**config.mk**
```make
export PLATFORM = sky130hd
export DESIGN_NAME = bclk_dpll
export DESIGN_NICKNAME = d
export VERILOG_FILES = /design/src/rtl/bclk_dpll.sv
export SDC_FILE = /design/constraint.sdc
export NUM_CORES = 1
export LEC_CHECK = 0
export CAP_MARGIN = 20
export CELL_PAD_IN_SITES_DETAIL_PLACEMENT = 0
export CELL_PAD_IN_SITES_GLOBAL_PLACEMENT = 1
export CORE_AREA = 2 2 100 121
export CTS_BUF_LIST = sky130_fd_sc_hd__clkbuf_8
export DETAILED_ROUTE_END_ITERATION = 10
export DIE_AREA = 0 0 102 123
export GPL_TIMING_DRIVEN = 0
export PLACE_DENSITY_LB_ADDON = 0.1
export SYNTH_ARGS = -nofsm -noshare
export SYNTH_HDL_FRONTEND = slang
export SYNTH_SLANG_ARGS = --single-unit
```
**constraint.sdc**
```tcl
create_clock -name mclk -period 4.2 [get_ports mclk]
set_input_delay 0.84 -clock mclk [delete_from_list [all_inputs] [get_ports mclk]]
set_output_delay 0.84 -clock mclk [all_outputs]
set_load 0.05 [all_outputs]
```
**src/rtl/bclk_dpll.sv**
```systemverilog
// rtl/bclk_dpll.sv - bit-clock DPLL: locks to word clock wc, synthesizes BITS_PER_WORD bclk cycles per word
// Optional holdover on wc loss is enabled by defining BCLK_DPLL_HOLDOVER_EN.
module bclk_dpll #(
  parameter int CNT_W         = 12,
  parameter int BITS_PER_WORD = 64,
  parameter int PMIN          = 2000,
  parameter int PMAX          = 2600,
  parameter int TOL           = 2,
  parameter int LOCK_CNT      = 4
) (
  input  logic             mclk,
  input  logic             rst,
  input  logic             wc,
  output logic             bclk,
  output logic             error,
  output logic             locked,
  output logic             holdover,
  output logic [CNT_W-1:0] period
);

  localparam int STEP = 2 * BITS_PER_WORD;
  localparam int TC_W = $clog2(STEP + 1);
  localparam int GC_W = $clog2(LOCK_CNT + 1);

  localparam logic [CNT_W-1:0] L_PMIN    = CNT_W'(PMIN);
  localparam logic [CNT_W-1:0] L_PMAX    = CNT_W'(PMAX);
  localparam logic [CNT_W-1:0] L_TMO     = CNT_W'(PMAX + 1);
  localparam logic [CNT_W-1:0] L_TOL     = CNT_W'(TOL);
  localparam logic [CNT_W:0]   L_STEP    = (CNT_W + 1)'(STEP);
  localparam logic [TC_W-1:0]  L_TC_END  = TC_W'(STEP);
  localparam logic [TC_W-1:0]  L_TC_LAST = TC_W'(STEP - 1);
  localparam logic [GC_W-1:0]  L_LOCK    = GC_W'(LOCK_CNT);

  if ((4 * BITS_PER_WORD > PMIN) || (PMAX >= (2 ** CNT_W) - 1)) begin : g_bad_params
    $error("bclk_dpll: need 4*BITS_PER_WORD <= PMIN and PMAX < 2**CNT_W-1");
  end

  typedef enum logic [1:0] {
    S_UNLOCK   = 2'd0,
    S_ACQUIRE  = 2'd1,
    S_LOCKED   = 2'd2,
    S_HOLDOVER = 2'd3
  } state_t;

  logic             r_sync1, r_sync2, r_sync3;
  logic [1:0]       r_fill;
  logic             r_wc_rise;
  logic [CNT_W-1:0] r_pcnt;
  state_t           r_state;
  logic [GC_W-1:0]  r_good_cnt;
  logic [CNT_W-1:0] r_period;
  logic             r_error;
  logic [CNT_W:0]   r_acc;
  logic [TC_W-1:0]  r_tcnt;
  logic             r_bclk;

  state_t           w_state_nxt;
  logic [GC_W-1:0]  w_good_nxt;
  logic [GC_W-1:0]  w_gc_inc;
  logic [CNT_W-1:0] w_period_nxt;
  logic             w_error_nxt;
  logic             w_realign;
  logic             w_in_range;
  logic [CNT_W-1:0] w_dev;
  logic             w_good;
  logic             w_timeout;
  logic [CNT_W:0]   w_sum;
  logic             w_hit;
  logic             w_gen;

  // r_fill masks edges until the pipeline holds real wc samples, so a level present at release is not a rise
  always_ff @(posedge mclk or negedge rst) begin
    if (!rst) begin
      r_sync1   <= 1'b0;
      r_sync2   <= 1'b0;
      r_sync3   <= 1'b0;
      r_fill    <= 2'd0;
      r_wc_rise <= 1'b0;
    end else begin
      r_sync1   <= wc;
      r_sync2   <= r_sync1;
      r_sync3   <= r_sync2;
      if (r_fill != 2'd3) r_fill <= r_fill + 2'd1;
      r_wc_rise <= r_sync2 & ~r_sync3 & (r_fill == 2'd3);
    end
  end

  always_ff @(posedge mclk or negedge rst) begin
    if (!rst) begin
      r_pcnt <= '0;
    end else if (r_wc_rise) begin
      r_pcnt <= CNT_W'(1);
    end else if (r_pcnt != '1) begin
      r_pcnt <= r_pcnt + CNT_W'(1);
    end
  end

  assign w_in_range = (r_pcnt >= L_PMIN) && (r_pcnt <= L_PMAX);
  assign w_dev      = (r_pcnt >= r_period) ? (r_pcnt - r_period) : (r_period - r_pcnt);
  assign w_good     = w_in_range && ((r_good_cnt == '0) || (w_dev <= L_TOL));
  assign w_timeout  = (r_pcnt == L_TMO) && !r_wc_rise;
  assign w_gc_inc   = r_good_cnt + GC_W'(1);
  assign w_sum      = r_acc + L_STEP;
  assign w_hit      = (r_tcnt != L_TC_END) && (w_sum >= {1'b0, r_period});

  always_comb begin
    w_state_nxt  = r_state;
    w_good_nxt   = r_good_cnt;
    w_period_nxt = r_period;
    w_error_nxt  = 1'b0;
    w_realign    = 1'b0;
    case (r_state)
      S_UNLOCK: begin
        if (r_wc_rise) begin
          w_state_nxt = S_ACQUIRE;
          w_good_nxt  = '0;
        end
      end
      S_ACQUIRE: begin
        if (r_wc_rise) begin
          if (w_good) begin
            w_period_nxt = r_pcnt;
            w_good_nxt   = w_gc_inc;
            if (w_gc_inc == L_LOCK) begin
              w_state_nxt = S_LOCKED;
              w_realign   = 1'b1;
            end
          end else begin
            w_error_nxt = 1'b1;
            if (w_in_range) begin
              w_period_nxt = r_pcnt;
              w_good_nxt   = GC_W'(1);
            end else begin
              w_good_nxt = '0;
            end
          end
        end
      end
      S_LOCKED: begin
        if (r_wc_rise) begin
          if (w_good) begin
            w_period_nxt = r_pcnt;
            w_realign    = 1'b1;
          end else begin
            w_error_nxt = 1'b1;
            w_state_nxt = S_ACQUIRE;
            w_good_nxt  = '0;
          end
        end else if (w_timeout) begin
          w_error_nxt = 1'b1;
`ifdef BCLK_DPLL_HOLDOVER_EN
          w_state_nxt = S_HOLDOVER;
          w_realign   = 1'b1;
`else
          w_state_nxt = S_UNLOCK;
`endif
        end
      end
      S_HOLDOVER: begin
        if (r_wc_rise) begin
          w_state_nxt = S_ACQUIRE;
          w_good_nxt  = '0;
        end else if (w_hit && (r_tcnt == L_TC_LAST)) begin
          // the last toggle of a free-running word doubles as the word restart
          w_realign = 1'b1;
        end
      end
      default: begin
        w_state_nxt = S_UNLOCK;
        w_good_nxt  = '0;
      end
    endcase
  end

  always_ff @(posedge mclk or negedge rst) begin
    if (!rst) begin
      r_state    <= S_UNLOCK;
      r_good_cnt <= '0;
      r_period   <= '0;
      r_error    <= 1'b0;
    end else begin
      r_state    <= w_state_nxt;
      r_good_cnt <= w_good_nxt;
      r_period   <= w_period_nxt;
      r_error    <= w_error_nxt;
    end
  end

  assign w_gen = (w_state_nxt == S_LOCKED) || (w_state_nxt == S_HOLDOVER);

  // Fractional divider: each mclk adds 2*BITS_PER_WORD, every period's worth yields one bclk edge
  always_ff @(posedge mclk or negedge rst) begin
    if (!rst) begin
      r_acc  <= '0;
      r_tcnt <= '0;
      r_bclk <= 1'b0;
    end else if (!w_gen || w_realign) begin
      r_acc  <= '0;
      r_tcnt <= '0;
      r_bclk <= 1'b0;
    end else if (w_hit) begin
      r_acc  <= w_sum - {1'b0, r_period};
      r_tcnt <= r_tcnt + TC_W'(1);
      r_bclk <= ~r_bclk;
    end else if (r_tcnt != L_TC_END) begin
      r_acc <= w_sum;
    end
  end

  assign bclk   = r_bclk;
  assign error  = r_error;
  assign period = r_period;
  assign locked = (r_state == S_LOCKED);
`ifdef BCLK_DPLL_HOLDOVER_EN
  assign holdover = (r_state == S_HOLDOVER);
`else
  assign holdover = 1'b0;
`endif

endmodule

```
==> impl_results.md <==
* # DRC at 0
* P&R area growth vs syn at 11.5%
* Core area at about 11,000 um^2
* 1st-pass router iterations at 4
* Cell row count at 43
* Max Cap Viol at 0
* Pre-CTS WS at 0.281 ns
* Area contributors post-synth: dfrtp_1 29%, ha_1 12%, xnor2_1 6.3%
* Number of synthesized flops with an enable pin at 0
* Post-Syn Instances at ~560
* Met3 Wirelength at between 200 and 250 um
* Routed vias at around 4,000
* CP max FO at 10
* Clock input transition at the sequential cells of the worst setup and hold paths at 0.07 ns
* Cell Pwr Density at roughly 530 nW/um^2
* Crit path launch type: flip-flop
* WS Path Type: flip-flop to flip-flop
* Synth top area share at 0.289
* Number of fill cells at 1,143
* Slowest cell on crit path: o21ai_1
* Endpoint class of the critical path: flip-flop
* Core Util, Final at 0.491
* CTS-repair resized insts at 0
* Worst Path Buf+Inv at 2
* Clock sink count at 58
* Avg Inst Size Synth at between 8 and 9 um^2
* Largest net degree at the start of global routing at 33
* Max-slew violations at 0
* Layout cells sized above 1 at 0.118
* Post-CTS setup buffer count at 0
* Pleak at about 2.6 nW
* First-pass GRT wire length at around 20,000 um
* Logic pwr share at 0.605
* Setup violators final at 0
* Via density per instance at 5.39
* Wirelength, routed at around 12,000 um
* DR WL/cell at approximately 16 um
* Min-delay worst type: flip-flop to flip-flop
* CTS tree: yes
* Hold-fix buffer count after cts at 0
* CTS buffer count at 9
* Gr ovfl total at 0
* CP dominant cell by count: mux2i_1
* Starting density of the core at 0.440
* Async S/R FF share, synth at 1.00
* Gr usage total at 0.212
* Worst Tran Pin Value at 0.693 ns
* Hold WS at approximately 0.36 ns
* Sw frac at 0.435
* Reg-to-reg slack, setup at approximately 0.34 ns
* Die Span X at between 100 and 150 um
* First DRT Iteration DRCs at 137
* Tcrit/Tclk final at 0.918
* Hold Fails Final Rpt at 0
* Worst Skew at ~0.009 ns
* Post-route setup TNS at 0 ns
* Crit path max-delay family: compound AO/OA/AOI/OAI gates
* Met1 Wirelength at between 5000 and 6000 um
* CP arrival at approximately 4.1 ns
* CTS Buffer Depth at 2
* Top FF cell, synth: dfrtp_1
* Sequential element share of the synthesized area at 0.289
* Min Tclk post-route at 3.86 ns
* Seq cells post-synth at 58
* Die H at roughly 120 um
* Storage element area at about 1500 um^2
* Max VDD drop at around 280 uV
* Synthesized Nets at between 600 and 700
* DP Area at about 5400 um^2
* Fmax at about 260 MHz
* Max stage delay on crit path at a little over 0.5 ns
* Met2 wire length at 6280 um
* Status: finished clean
* Die area at ~13,000 um^2
* Buffers on Ports at 17
* Max H-tree Level at 3
* Setup slack after layout at 0.345 ns
* Flop pwr share at 0.221
* HPWL after DPL at around 9800 um
* RSZ-0062 raised after global routing: false
* Final Instance Area at between 5000 and 6000 um^2
* Multi-input logic area at 3260 um^2
* CTS Root Cell: clkbuf_8
* Diodes inserted at 0
* ANT nets after route at 0
* Worst Path Required at about 4.4 ns
* Clock network power share at 0.173
* I/O pin count at 19
* Max-Slew Margin vs Limit at 0.534
* Crit path cell chain: inv_1, ha_1, fa_1, nand2b_1, a21oi_1, a41oi_1, o21ai_1, mux2i_1, xor2_1, o211a_2, a31oi_2, buf_6, mux2i_1
* Nets at 645
* Largest area contributor in the netlist: dfrtp_1
* Yosys warns at 0
* Vias in the first global route at approximately 4,100
* Synth cell types at 73
* Clk_lat worst skew at 0.34 ns
* Internal Pwr Total at about 0.0017 W
* Highest metal used: met4
* Net Sw Power at 0.00129 W
* Post-Synthesis Cell Area at about 5000 um^2
* Final Wtd Congestion at just under 0.9
* Antenna violations before repair at 0
-- placed cells by master, fill, tap and decap left out, drive strengths merged, types with 4 or more instances in the layout --
cell type / instances
nor3: 27
xor2: 12
buf: 15
and3: 11
nand2b: 5
and2: 7
clkbuf: 20
o21bai: 4
xnor2: 36
nand2: 45
a21oi: 39
nor4: 5
ha: 49
inv: 48
nand3b: 4
nor2b: 5
a21o: 18
o211ai: 5
clkdlybuf4s50: 16
and4: 4
o21ai: 25
nand3: 12
nor2: 34
mux2i: 15
a31oi: 5
nand4: 8
mux2: 9
dfrtp: 58
-- worst reg2reg max path, stage by stage, from the launching register on --
cell and delay, ns:
dfrtp_1 0.49, inv_1 0.12, ha_1 0.26, fa_1 0.41, nand2b_1 0.19, a21oi_1 0.23
a41oi_1 0.11, o21ai_1 0.51, mux2i_1 0.28, xor2_1 0.21, o211a_2 0.35, a31oi_2 0.23
buf_6 0.23, mux2i_1 0.14
-- cell families (layout without fill, tap and decap cells) --
| kind of cell | after synthesis | count (layout) | share of synthesized area |
|---|---|---|---|
| xor gates and xnor gates | 48 | 48 | 0.0837 |
| and+or+nand+nor | 178 | 178 | 0.203 |
| muxes | 24 | 24 | 0.0501 |
| adders and majority gates | 52 | 52 | 0.134 |
| other | 1 | 1 | 0.000746 |
| buffers and inverters | 68 | 102 | 0.0630 |
| AOI/OAI and AO/OA | 132 | 132 | 0.177 |
| DFF | 58 | 58 | 0.289 |
-- power by group through the flow --
stage / sequential, W / clock [W] / combinational (W)
6_report: 0.000657 / 0.000514 / 0.00179
5_1_grt: 0.000667 / 0.000554 / 0.00198
4_1_cts: 0.000658 / 0.000533 / 0.00181
3_5_place_dp: 0.000668 / 0 / 0.00180
3_3_place_gp: 0.000666 / 0 / 0.00179
2_1_floorplan: 0.000732 / 0 / 0.00131
-- per-stage QoR --
stage,instances,power [W]
after global routing,752,0.00320
after detailed placement,736,0.00246
after CTS,752,0.00300
final,752,0.00297
after floorplan,561,0.00204
after global placement,735,0.00245
-- final timing paths --
kind	start	cells after the start	to
setup / recovery	r_pcnt[0]$_DFFE_PN0P_	13	period[3]$_DFFE_PN0P_
max in group asynchronous	rst	2	async pin
min in group asynchronous	rst	1	r_acc[0]$_DFFE_PN0P_
hold reg to reg	r_sync1$_DFF_PN0_	0	r_sync2$_DFF_PN0_
setup reg to reg	r_pcnt[0]$_DFFE_PN0P_	13	period[3]$_DFFE_PN0P_
hold / removal	r_sync1$_DFF_PN0_	0	r_sync2$_DFF_PN0_
-- layer usage --
| metal | vias to the layer above | GRT usage |
|---|---|---|
| met5 | - | 0 |
| met4 | 0 | 0.0917 |
| met3 | 27 | 0.0260 |
| met2 | 58 | 0.377 |
| met1 | 1924 | 0.254 |
| li1 | 2046 | - |
-- area by class of cell --
type,count,share of cell area
Clock inverter,5,0.00826
Multi-Input combinational cell,435,0.581
Buffer,22,0.0257
Tap cell,157,0.0351
Inverter,46,0.0308
Sequential cell,58,0.259
Clock buffer,11,0.0270
Timing Repair Buffer,18,0.0331
-- registers in the layout (all words and copies together), names as in the netlist, 2 cells and up, named ones only --
register and flops:
r_pcnt 12, r_tcnt 8, r_good_cnt 3, period 12, r_acc 13, r_fill 2
-- cell usage after synthesis, drive strengths merged (11+ instances only) --
cell type,number
dfrtp,58
ha,49
inv,45
nand2,45
a21oi,39
xnor2,36
nor2,34
nor3,27
o21ai,25
a21o,18
mux2i,15
buf,13
nand3,12
xor2,12
and3,11
Power figures use the tool's default switching activity.
